$ cat src/rtl/exception_unit.sv
// Exception/interrupt state holder downstream of the decode controller: latches
// return state, steers the PC mux and owns the external-IRQ synchronizer/pending latch.
module exception_unit #(
    parameter int          N        = 64,
    parameter logic [N-1:0] VECTOR  = 64'hD8,
    parameter logic [3:0]  IRQ_CODE = 4'h1
) (
    input  logic         clk,
    input  logic         reset,
    input  logic         irq_in,
    input  logic         Exc,
    input  logic         ERet,
    input  logic         ExtIAck,
    input  logic [3:0]   EStatus,
    input  logic [N-1:0] PC,
    input  logic [N-1:0] NextPC,
    output logic         ExtIRQ,
    output logic         ExcAck,
    output logic         EProc,
    output logic [N-1:0] ExcVector,
    output logic         ERetSel,
    output logic [N-1:0] ELR,
    output logic [3:0]   ESR,
    output logic [N-1:0] ERR,
    output logic         InHandler,
    output logic         DoubleFlt
);

    typedef enum logic {IDLE = 1'b0, HANDLER = 1'b1} state_t;

    state_t       state_q, state_d;
    logic [N-1:0] elr_q, elr_d;
    logic [N-1:0] err_q, err_d;
    logic [3:0]   esr_q, esr_d;
    logic         ack_q, ack_d;
    logic         dbl_q, dbl_d;
    logic         pend_q, pend_d;
    logic         sync1_q, sync2_q, sync3_q;
    logic         irq_rise;

    // sync3_q only remembers the previous synchronized level for edge detection
    assign irq_rise = sync2_q & ~sync3_q;

    always_comb begin
        state_d = state_q;
        elr_d   = elr_q;
        err_d   = err_q;
        esr_d   = esr_q;
        ack_d   = 1'b0;
        dbl_d   = dbl_q;
        pend_d  = pend_q;

        if (Exc) begin
            if (state_q == IDLE) begin
                elr_d   = (EStatus == IRQ_CODE) ? NextPC : PC;
                err_d   = PC;
                esr_d   = EStatus;
                ack_d   = 1'b1;
                state_d = HANDLER;
            end else begin
                esr_d = 4'hF;
                dbl_d = 1'b1;
            end
        end else if (ERet && state_q == HANDLER) begin
            state_d = IDLE;
        end

        // A new edge outranks an acknowledge landing in the same cycle
        if (irq_rise) begin
            pend_d = 1'b1;
        end else if (ExtIAck) begin
            pend_d = 1'b0;
        end
    end

    always_ff @(posedge clk or posedge reset) begin
        if (reset) begin
            state_q <= IDLE;
            elr_q   <= '0;
            err_q   <= '0;
            esr_q   <= '0;
            ack_q   <= 1'b0;
            dbl_q   <= 1'b0;
            pend_q  <= 1'b0;
            sync1_q <= 1'b0;
            sync2_q <= 1'b0;
            sync3_q <= 1'b0;
        end else begin
            state_q <= state_d;
            elr_q   <= elr_d;
            err_q   <= err_d;
            esr_q   <= esr_d;
            ack_q   <= ack_d;
            dbl_q   <= dbl_d;
            pend_q  <= pend_d;
            sync1_q <= irq_in;
            sync2_q <= sync1_q;
            sync3_q <= sync2_q;
        end
    end

    assign ExtIRQ    = pend_q & (state_q == IDLE);
    assign ExcAck    = ack_q;
    assign EProc     = Exc;
    assign ExcVector = VECTOR;
    assign ERetSel   = ERet & ~Exc & (state_q == HANDLER);
    assign ELR       = elr_q;
    assign ESR       = esr_q;
    assign ERR       = err_q;
    assign InHandler = (state_q == HANDLER);
    assign DoubleFlt = dbl_q;

endmodule
$ cat config.mk
export PLATFORM = sky130hd
export DESIGN_NAME = exception_unit
export DESIGN_NICKNAME = d
export VERILOG_FILES = /design/src/rtl/exception_unit.sv
export SDC_FILE = /design/constraint.sdc
export NUM_CORES = 1
export LEC_CHECK = 0
export ABC_AREA = 1
export BUFFER_PORTS_ARGS = -buffer_cell sky130_fd_sc_hd__buf_2
export CAP_MARGIN = 25
export CELL_PAD_IN_SITES_DETAIL_PLACEMENT = 1
export CELL_PAD_IN_SITES_GLOBAL_PLACEMENT = 2
export CORE_MARGIN = 4
export CORE_UTILIZATION = 24
export CTS_CLUSTER_SIZE = 30
export DETAILED_ROUTE_END_ITERATION = 16
export GPL_TIMING_DRIVEN = 0
export HOLD_SLACK_MARGIN = 0.15
export PLACE_DENSITY = 0.78
export SKIP_CTS_REPAIR_TIMING = 1
export SLEW_MARGIN = 10
export SYNTH_ARGS = -nofsm -noshare
export SYNTH_HDL_FRONTEND = slang
export SYNTH_SLANG_ARGS = --single-unit
export TNS_END_PERCENT = 100
$ cat constraint.sdc
create_clock -name clk -period 4.5 [get_ports clk]
set_input_delay 0.45 -clock clk [delete_from_list [all_inputs] [get_ports clk]]
set_output_delay 0.45 -clock clk [all_outputs]
set_load 0.02 [all_outputs]
==> results of run 1 <==
[critical path, stage by stage (launching register included)]
cell and delay (ps):
dfrtp_1 460, nand2_1 80, nor2_1 90, buf_2 170
[stage by stage]
step                TNS, ps  std cells  worst slack (ps)  cell area [µm²]  total power (W)
finish                    0       1604              2840             9480          0.00407
global route              0       1604              2770             9480          0.00431
CTS                       0       1600              2800             9460          0.00414
detailed placement        0       1568              2490             8850          0.00263
global placement    -253840       1567             -1840             8810          0.00261
floorplan                 0        914               325             6960          0.00220
[power by group]
group          internal, W  switching [W]  leakage [nW]
clock             0.000863       0.000614         0.293
combinational     0.000346       0.000689          3.68
sequential         0.00145       0.000108          1.71
total              0.00266        0.00141          5.68
[flip-flops by register name (all words and copies together) (netlist names)]
name       count
sync3_q        1
ELR           64
pend_q         1
sync1_q        1
DoubleFlt      1
InHandler      1
ERR           64
ESR            4
sync2_q        1
ExcAck         1
[final timing paths]
kind,start,to,slack (ps),depth (start not counted)
max,InHandler,ERetSel,2840,3
min,ExtIAck,pend_q,210,2
max in group asynchronous,reset,ERR[59],3080,4
min reg2reg,sync1_q,sync2_q,360,0
max reg2reg,InHandler,ELR[47],2930,6
min in group asynchronous,reset,ELR[42],570,3
[cell families after synthesis]
kind of cell	count (synthesis)	share of synthesized area, %
flip-flops	139	51.7
AND/OR/NAND/NOR	392	24.4
AO/OA/AOI/OAI	71	5.50
other	2	0.112
buffers and inverters	248	18.3
[cells in the final DEF, fill, tap and decap left out]
cell and count:
buf_2 308, nand2_1 258, dfrtp_1 139, inv_1 131
nand3_1 128, buf_4 68, o21ai_1 65, conb_1 64
clkbuf_16 17, buf_1 7, nor2_1 5, clkbuf_1 4
clkinv_4 4, inv_6 4, inv_2 3, o22a_1 3
diode_2 2, inv_8 2, bufinv_16 2, clkbuf_8 2
clkinvlp_4 2, dlygate4sd3_1 2, nor2_4 1, buf_6 1
o22ai_1 1, o21bai_1 1, a21oi_1 1, buf_16 1
[Yosys cell counts, types with 2 or more instances]
cell / number
o22a_1: 3
clkbuf_1: 4
nand3_1: 128
o21ai_1: 65
dfrtp_1: 139
nand2_1: 258
inv_1: 132
buf_1: 7
conb_1: 2
inv_2: 3
buf_4: 68
nor2_1: 5
buf_2: 33
[routing by layer]
layer	wire length, µm	part of all wire (%)	up-vias	GRT usage, %
met3	1680	6.5	14	4.11
met4	265	1.0	0	4.09
met5	0	0	-	0
met1	11400	44	3095	21.4
met2	12500	48	215	27.7
li1	-	-	3195	-
[cell type report]
type,instances,area (µm²),area share [%]
flip-flops and latches,139,3480,36.7
repair buffers,278,1420,15.0
diodes,2,5.00,0.0528
inverters,135,514,5.42
clock inverters,13,156,1.65
multi-input cells,527,2250,23.7
well taps,378,473,4.99
plain buffers,113,728,7.68
clock buffers,19,453,4.78
==> summary.txt, run 1 <==
Outcome
  • Status: completed

Detailed routing
  • Avg WL per Cell: 16.1 µm
  • Final ANT Viol Nets: 0
  • Detailed Route WL: 25,900 µm
  • Iteration-0 DRC Markers: 262
  • Iteration count of the initial detailed-routing pass: 4
  • DRC Markers: 0
  • Vias post-DR: 6,519
  • Vias/cell: 4.06

Synthesis
  • Count of different cell masters after synthesis: 18
  • Mapped Area: 0.00673 mm²
  • Sequential cell area fraction in the yosys report: 51.7%
  • FFs w/ async S/R, synth: 100%
  • Dominant synthesized flop cell: dfrtp_1
  • Post-synthesis cell count: 852
  • Top post-synthesis cells by area: dfrtp_1 (52%), nand2_1 (14%), nand3_1 (9.5%), buf_4 (7.6%), inv_1 (7.4%)
  • #FFs+latches synth: 139
  • Synth warn: 0
  • Number of synthesized flops with an enable pin: 0
  • Share of the synthesized area in the top cell type: 51.7%
  • Syn avg cell area: 7.90 µm²
  • Synth area leader: dfrtp_1

Timing
  • Slew Limit Fails: 0
  • RSZ-0062 raised after global routing: no
  • Slew @ Worst Pin: 623 ps
  • Worst Skew: 9.23 ps
  • Fin. Hold Viols: 0
  • Final worst-path cycle share: 36.9%
  • Hold Slack: 215 ps
  • Max transition margin: 58.4%
  • Tmin final: 1660 ps
  • Final setup fails: 0
  • Fmax: 0.601 GHz

Global route
  • Tot GR Track Use: 16.5%
  • First-pass GRT wire length: 39,700 µm
  • Initial antenna violation count: 2
  • Grt ovf: 0
  • Vias in the first global route: 6,830
  • Pin count of the biggest net entering global routing: 94

Clocking
  • Clock buffer depth: 2
  • CTS buffer count: 17
  • Clock slew at reported path FFs: 70 ps
  • CTS tree: yes
  • # H-tree levels: 4
  • Clock Tree Root: clkbuf_16
  • Clock Latency Late Sink: 410 ps
  • Total clock sinks: 139

Floorplanning
  • Initial cell density of the core: 24.3%
  • Die extent in y: 175 µm
  • Die width: 175 µm
  • Core area: 0.0277 mm²
  • Cell Rows: 61
  • Die area: 0.0308 mm²
  • Top Ports: 340

Worst setup path
  • Setup CP Type: flop to output pin
  • Endpoint class of the critical path: output pin
  • Critical Path Source Type: flop
  • Worst-path maximum fanout: 5
  • Arr. time, crit path: 1210 ps
  • Req. time, crit path: 4050 ps

Placed design
  • Placer Congestion: 0.816
  • I/O Buffers: 275
  • DP HPWL: 20,000 µm

Power
  • Maximum VDD drop: 0.180 mV
  • Leakage power: 5.68 nW
  • Power Dens Cells: 429 mW/mm²

Layout
  • Area grow syn2layout: 40.9%
  • Layout cells sized above 1: 33.9%
  • Fill cells: 3,507
  • Final Core Density: 34.2%
  • NumNets Final: 1,349

Flow run
  • MaxCap Viol Count: 0

Worst hold path
  • Hold crit path type: input pin to flop
Note: power is estimated with default switching activity, not from simulation.
==> inputs of run 2 (changes only) <==
- clock period: 4.5 -> 1.6 ns (I/O delays scaled with it)
==> run 2 against run 1 <==
First-iteration DRC count increased by 31%. Highest routed layer unchanged. Die area unchanged. Setup slack got worse by 2700 ps. Largest power group unchanged. Sequential share of layout area decreased by 4.7 points. Total power increased to 2.9 times the previous value. Combinational power increased to 3.1 times the previous value. Core utilization increased by 5.0 points. Flip-flop and latch count unchanged. Critical path depth increased by 3.
==> summary.txt, run 2 (synthesis gave the netlist of run 1 again) <==
Clocking
  • Total clock sinks: 139 (unchanged)
  • CTS tree: yes
  • Clock buffer depth: 2 (unchanged)
  • CTS buffer count: 17 (unchanged)
  • Clock Latency Late Sink: 420 ps (about the same)
  • # H-tree levels: 4 (unchanged)
  • Clock Tree Root: clkbuf_16
  • Clock slew at reported path FFs: 60 ps (about the same)

Worst setup path
  • Critical Path Source Type: flop
  • Setup CP Type: flop to flop
  • Req. time, crit path: 1900 ps (-2150 ps)
  • Worst-path maximum fanout: 10 (+5)
  • Endpoint class of the critical path: flop
  • Arr. time, crit path: 1770 ps (+560 ps)

Floorplanning
  • Top Ports: 340 (unchanged)
  • Core area: 0.0277 mm² (unchanged)
  • Cell Rows: 61 (unchanged)
  • Die width: 175 µm (unchanged)
  • Die area: 0.0308 mm² (unchanged)
  • Initial cell density of the core: 24.3% (unchanged)
  • Die extent in y: 175 µm (unchanged)

Outcome
  • Status: completed

Detailed routing
  • Vias/cell: 4.15 (+2.1%)
  • Avg WL per Cell: 16.5 µm (+2.1%)
  • Detailed Route WL: 28,600 µm (+11%)
  • Iteration-0 DRC Markers: 344 (+31%)
  • Final ANT Viol Nets: 0 (unchanged)
  • DRC Markers: 0 (unchanged)
  • Iteration count of the initial detailed-routing pass: 4 (unchanged)
  • Vias post-DR: 7,208 (+11%)

Timing
  • Final worst-path cycle share: 91.9%
  • RSZ-0062 raised after global routing: no
  • Fin Setup TNS: 0 ps (unchanged)
  • Tmin final: 1470 ps
  • Fin. Hold Viols: 0 (unchanged)
  • Slew Limit Fails: 0 (unchanged)
  • Final setup fails: 0 (unchanged)
  • Fmax: 0.680 GHz
  • Slew @ Worst Pin: 645 ps (+22.0 ps)
  • Worst Skew: 6.30 ps (-2.93 ps)
  • Max transition margin: 56.9% (-1.5 points)

Global route
  • First-pass GRT wire length: 40,200 µm (+1.0%)
  • Initial antenna violation count: 0 (-2)
  • Tot GR Track Use: 16.7% (+0.20 points)
  • Pin count of the biggest net entering global routing: 37 (-61%)
  • Grt ovf: 0 (unchanged)
  • Vias in the first global route: 6,980 (+2.2%)

Layout
  • Area grow syn2layout: 61.4%
  • Finished Layout Cells: 1,737 (+8.3%)
  • Fin area: 0.0109 mm² (+15%)
  • NumNets Final: 1,484 (+10%)
  • Layout cells sized above 1: 30.8% (-3.1 points)
  • Most common cell after layout, fill and taps aside: buf_2
  • Most frequent cells in the layout: buf_2 (303), nand2_1 (258), dfrtp_1 (139), dlygate4sd3_1 (134), inv_1 (131)
  • Fill cells: 3,429 (-2.2%)

Worst hold path
  • Hold crit path type: input pin to flop

Placed design
  • DP HPWL: 20,200 µm (+1.2%)
  • Placed insts: 1,571 (+0.19%)
  • I/O Buffers: 275 (unchanged)
  • Placer Congestion: 0.812 (-0.51%)
  • Placed inst area: 0.00890 mm² (+0.55%)

Power
  • Total Power: 0.0118 W (+190%)
  • Maximum VDD drop: 0.520 mV (+190%)
  • Power Dens Cells: 1080 mW/mm² (+150%)
  • Leakage power: 6.26 nW (+10%)

Flow run
  • MaxCap Viol Count: 0 (unchanged)
[run 2: cell types whose count changed in the layout (fill, tap and decap cells not counted), moves of 2 or more]
cell           change
buf_2              -5
inv_8              -2
clkinv_2           +2
dlygate4sd3_1    +132
clkbuf_4           +5
buf_12             +4
inv_6              -2
[run 2: metal layers]
layer / share of wire, % / track usage, % / up-vias / wire length [µm]
met5: 0 / 0 / - / 0
met3: 6.3 / 4.56 / 28 / 1820
met2: 50 / 28.6 / 251 / 14400
met4: 1.4 / 3.41 / 0 / 395
li1: - / - / 3471 / -
met1: 42 / 21.2 / 3458 / 12000
[run 2: cell type report]
type / instances / area (µm²) / share of cell area [%]
sequential: 139 / 3480 / 32.0
timing repair buffer: 413 / 2800 / 25.8
multi-input combinational: 527 / 2250 / 20.7
buffer: 113 / 742 / 6.83
inverter: 135 / 510 / 4.70
tap: 378 / 473 / 4.35
clock buffer: 18 / 439 / 4.04
clock inverter: 13 / 168 / 1.54
antenna: 1 / 2.50 / 0.0230
[run 2: critical path: stages (launching register included)]
cell and delay (ps):
dfrtp_1 450, nor2_4 180, inv_2 110, clkbuf_4 240
clkbuf_4 230, nand2_1 80, nand2_1 60
[run 2: path summary, 6_finish.rpt]
kind / startpoint / to / slack [ps] / cells past startpoint
setup / recovery: InHandler / ELR[29] / 130 / 6
hold / removal: NextPC[31] / ELR[31] / 100 / 5
setup reg to reg: InHandler / ELR[29] / 130 / 6
hold reg to reg: sync1_q / sync2_q / 360 / 0
max in group asynchronous: reset / ELR[17] / 490 / 5
min in group asynchronous: reset / ELR[0] / 310 / 3
[run 2: power by group]
part | switching [W] | internal (W) | leakage [nW]
clock network | 0.00164 | 0.00250 | 0.293
registers | 0.000303 | 0.00408 | 1.71
logic | 0.00203 | 0.00120 | 4.26
[run 2: stage by stage]
step	util, %	hold WS (ps)	worst slack [ps]
2_1_floorplan	-	191	-295
3_3_place_gp	31.8	272	-1490
3_5_place_dp	32.1	203	-166
4_1_cts	34.3	-253	-33.0
5_1_grt	39.2	146	4.79
6_report	39.2	101	129
==> inputs of run 3 (changes only) <==
- PLACE_DENSITY: 0.78 -> 0.85
==> run 3 against run 2 <==
Register-to-register slack about the same. Core utilization increased by 0.054 points. First-iteration DRC count shrank 6.7%. Die area stayed put. Maximum frequency decreased by 0.31%. Via count rose by 0.21%. Total power is essentially flat. Hold slack better by 26 ps. Clock skew up 1.1 ps. Non-clock buffer count up 3. Clock-buffer cell count unchanged. Wire length increased by 0.74%. Largest power group unchanged.
==> summary.txt, run 3 (synthesis gave the netlist of run 1 again) <==
Detailed routing
  • Detailed Route WL: 28,800 µm (+0.74%)
  • Vias post-DR: 7,223 (+0.21%)
  • Avg WL per Cell: 16.6 µm (+0.68%)
  • Vias/cell: 4.16 (+0.15%)
  • Iteration-0 DRC Markers: 321 (-6.7%)
  • Final ANT Viol Nets: 0 (unchanged)
  • DRC Markers: 0 (unchanged)
  • Iteration count of the initial detailed-routing pass: 4 (unchanged)

Floorplanning
  • Core area: 0.0277 mm² (unchanged)
  • Initial cell density of the core: 24.3% (unchanged)
  • Cell Rows: 61 (unchanged)
  • Top Ports: 340 (unchanged)
  • Die extent in y: 175 µm (unchanged)
  • Die width: 175 µm (unchanged)
  • Die area: 0.0308 mm² (unchanged)

Layout
  • Area grow syn2layout: 61.6%
  • ANT cells: 0 (-1)
  • Most frequent cells in the layout: buf_2 (303), nand2_1 (258), dfrtp_1 (139), dlygate4sd3_1 (137), inv_1 (131)
  • Fill cells: 3,442 (+0.38%)
  • NumNets Final: 1,487 (+0.20%)
  • Layout cells sized above 1: 30.7% (-0.12 points)
  • Most common cell after layout, fill and taps aside: buf_2

Timing
  • Slew @ Worst Pin: 640 ps (-4.21 ps)
  • Setup ws final: 125 ps (-4.52 ps)
  • Final worst-path cycle share: 92.2% (+0.28 points)
  • Max transition margin: 57.3% (+0.38 points)
  • Tmin final: 1480 ps (+4.52 ps)
  • Slew Limit Fails: 0 (unchanged)
  • Final setup fails: 0 (unchanged)
  • Fin. Hold Viols: 0 (unchanged)
  • Fmax: 0.678 GHz (-0.31%)
  • Worst Skew: 7.38 ps (+1.08 ps)
  • RSZ-0062 raised after global routing: no

Global route
  • Tot GR Track Use: 16.7% (+0.073 points)
  • First-pass GRT wire length: 40,500 µm (+0.89%)
  • Vias in the first global route: 7,130 (+2.1%)
  • Initial antenna violation count: 0 (unchanged)
  • Grt ovf: 0 (unchanged)
  • Pin count of the biggest net entering global routing: 36 (-2.7%)

Worst hold path
  • Hold crit path type: input pin to flop

Power
  • Switching share of total power: 34.0% (+0.22 points)
  • Leakage power: 6.27 nW (+0.10%)
  • Sequential power share: 37.5% (+0.2 points)
  • Power Dens Cells: 1080 mW/mm² (-0.23%)
  • Net Switching: 0.00400 W (+0.56%)
  • Comb pwr share: 27.5% (about the same)
  • Int Power: 0.00775 W (-0.43%)
  • Total Power: 0.0117 W (about the same)
  • Maximum VDD drop: 0.570 mV (+9.6%)
  • Power share of the clock group: 35.0% (-0.2 points)

Clocking
  • CTS buffer count: 17 (unchanged)
  • Clock Tree Root: clkbuf_16
  • Total clock sinks: 139 (unchanged)
  • CTS tree: yes
  • Clock Latency Late Sink: 410 ps (about the same)
  • # H-tree levels: 4 (unchanged)
  • Clock slew at reported path FFs: 60 ps (about the same)
  • Clock buffer depth: 2 (unchanged)

Placed design
  • Setup Slack @ Placement: -205 ps (-38.6 ps)
  • DP HPWL: 20,300 µm (about the same)
  • I/O Buffers: 275 (unchanged)
  • Placer Congestion: 0.804 (-0.96%)

Worst setup path
  • Largest stage delay on the critical path: 520 ps (+70 ps)
  • Setup CP Type: flop to flop
  • Worst-path maximum fanout: 10 (unchanged)
  • Slowest CP cell: buf_1
  • Endpoint class of the critical path: flop
  • CP Cell Sequence: nor2_4, inv_2, buf_1, o21ai_1
  • Arr. time, crit path: 1750 ps (-20 ps)
  • Critical Path Source Type: flop
  • Req. time, crit path: 1880 ps (-20 ps)

Flow run
  • MaxCap Viol Count: 0 (unchanged)

Outcome
  • Status: completed
[run 3: per-stage QoR]
step / setup TNS, ps / util [%] / hold slack (ps) / instance area (µm²) / std cells
global placement: -205460 / 31.8 / 273 / 8820 / 1567
CTS: 0 / 34.3 / -272 / 9490 / 1601
global route: 0 / 39.3 / 146 / 10900 / 1738
detailed placement: -7030 / 32.1 / 181 / 8900 / 1571
finish: 0 / 39.3 / 127 / 10900 / 1738
floorplan: -41020 / - / 191 / 6970 / 914
[run 3: final timing paths]
check	start	end	slack (ps)	cells after the start
worst max-delay path	InHandler	ERR[20]	120	4
worst min-delay path	NextPC[42]	ELR[42]	130	5
worst max register to register	InHandler	ERR[20]	120	4
worst min register to register	sync1_q	sync2_q	380	0
max in group asynchronous	reset	ELR[20]	550	5
min in group asynchronous	reset	ELR[7]	290	3
[run 3: power groups by stage]
stage	Clock, W	Combinational (W)	Sequential (W)
global route	0.00443	0.00352	0.00447
CTS	0.00426	0.00298	0.00440
floorplan	0	0.00105	0.00513
global placement	0	0.00290	0.00443
finish	0.00411	0.00323	0.00440
detailed placement	0	0.00297	0.00445
[run 3: worst max-delay path: cells and delay by family, from the launching register on]
family                 cells  cell delay (ps)
buffers and inverters      2              660
DFF                        1              460
AOI/OAI and AO/OA          1              130
and+or+nand+nor            1               90
[run 3: area by class of cell]
cell class              count  area, µm²  share of cell area [%]
clock inverters            12        164                    1.51
multi-input cells         527       2250                    20.7
inverters                 135        510                    4.69
repair buffers            416       2830                    26.0
well taps                 378        473                    4.35
flip-flops and latches    139       3480                    32.0
plain buffers             113        743                    6.83
clock buffers              18        429                    3.95
[run 3: layer usage]
layer | share of wire [%] | up-vias | GRT usage [%]
li1 | - | 3470 | -
met2 | 50 | 251 | 27.9
met1 | 42 | 3470 | 21.3
met4 | 1.7 | 0 | 4.45
met3 | 6.3 | 32 | 5.02
met5 | 0 | - | 0
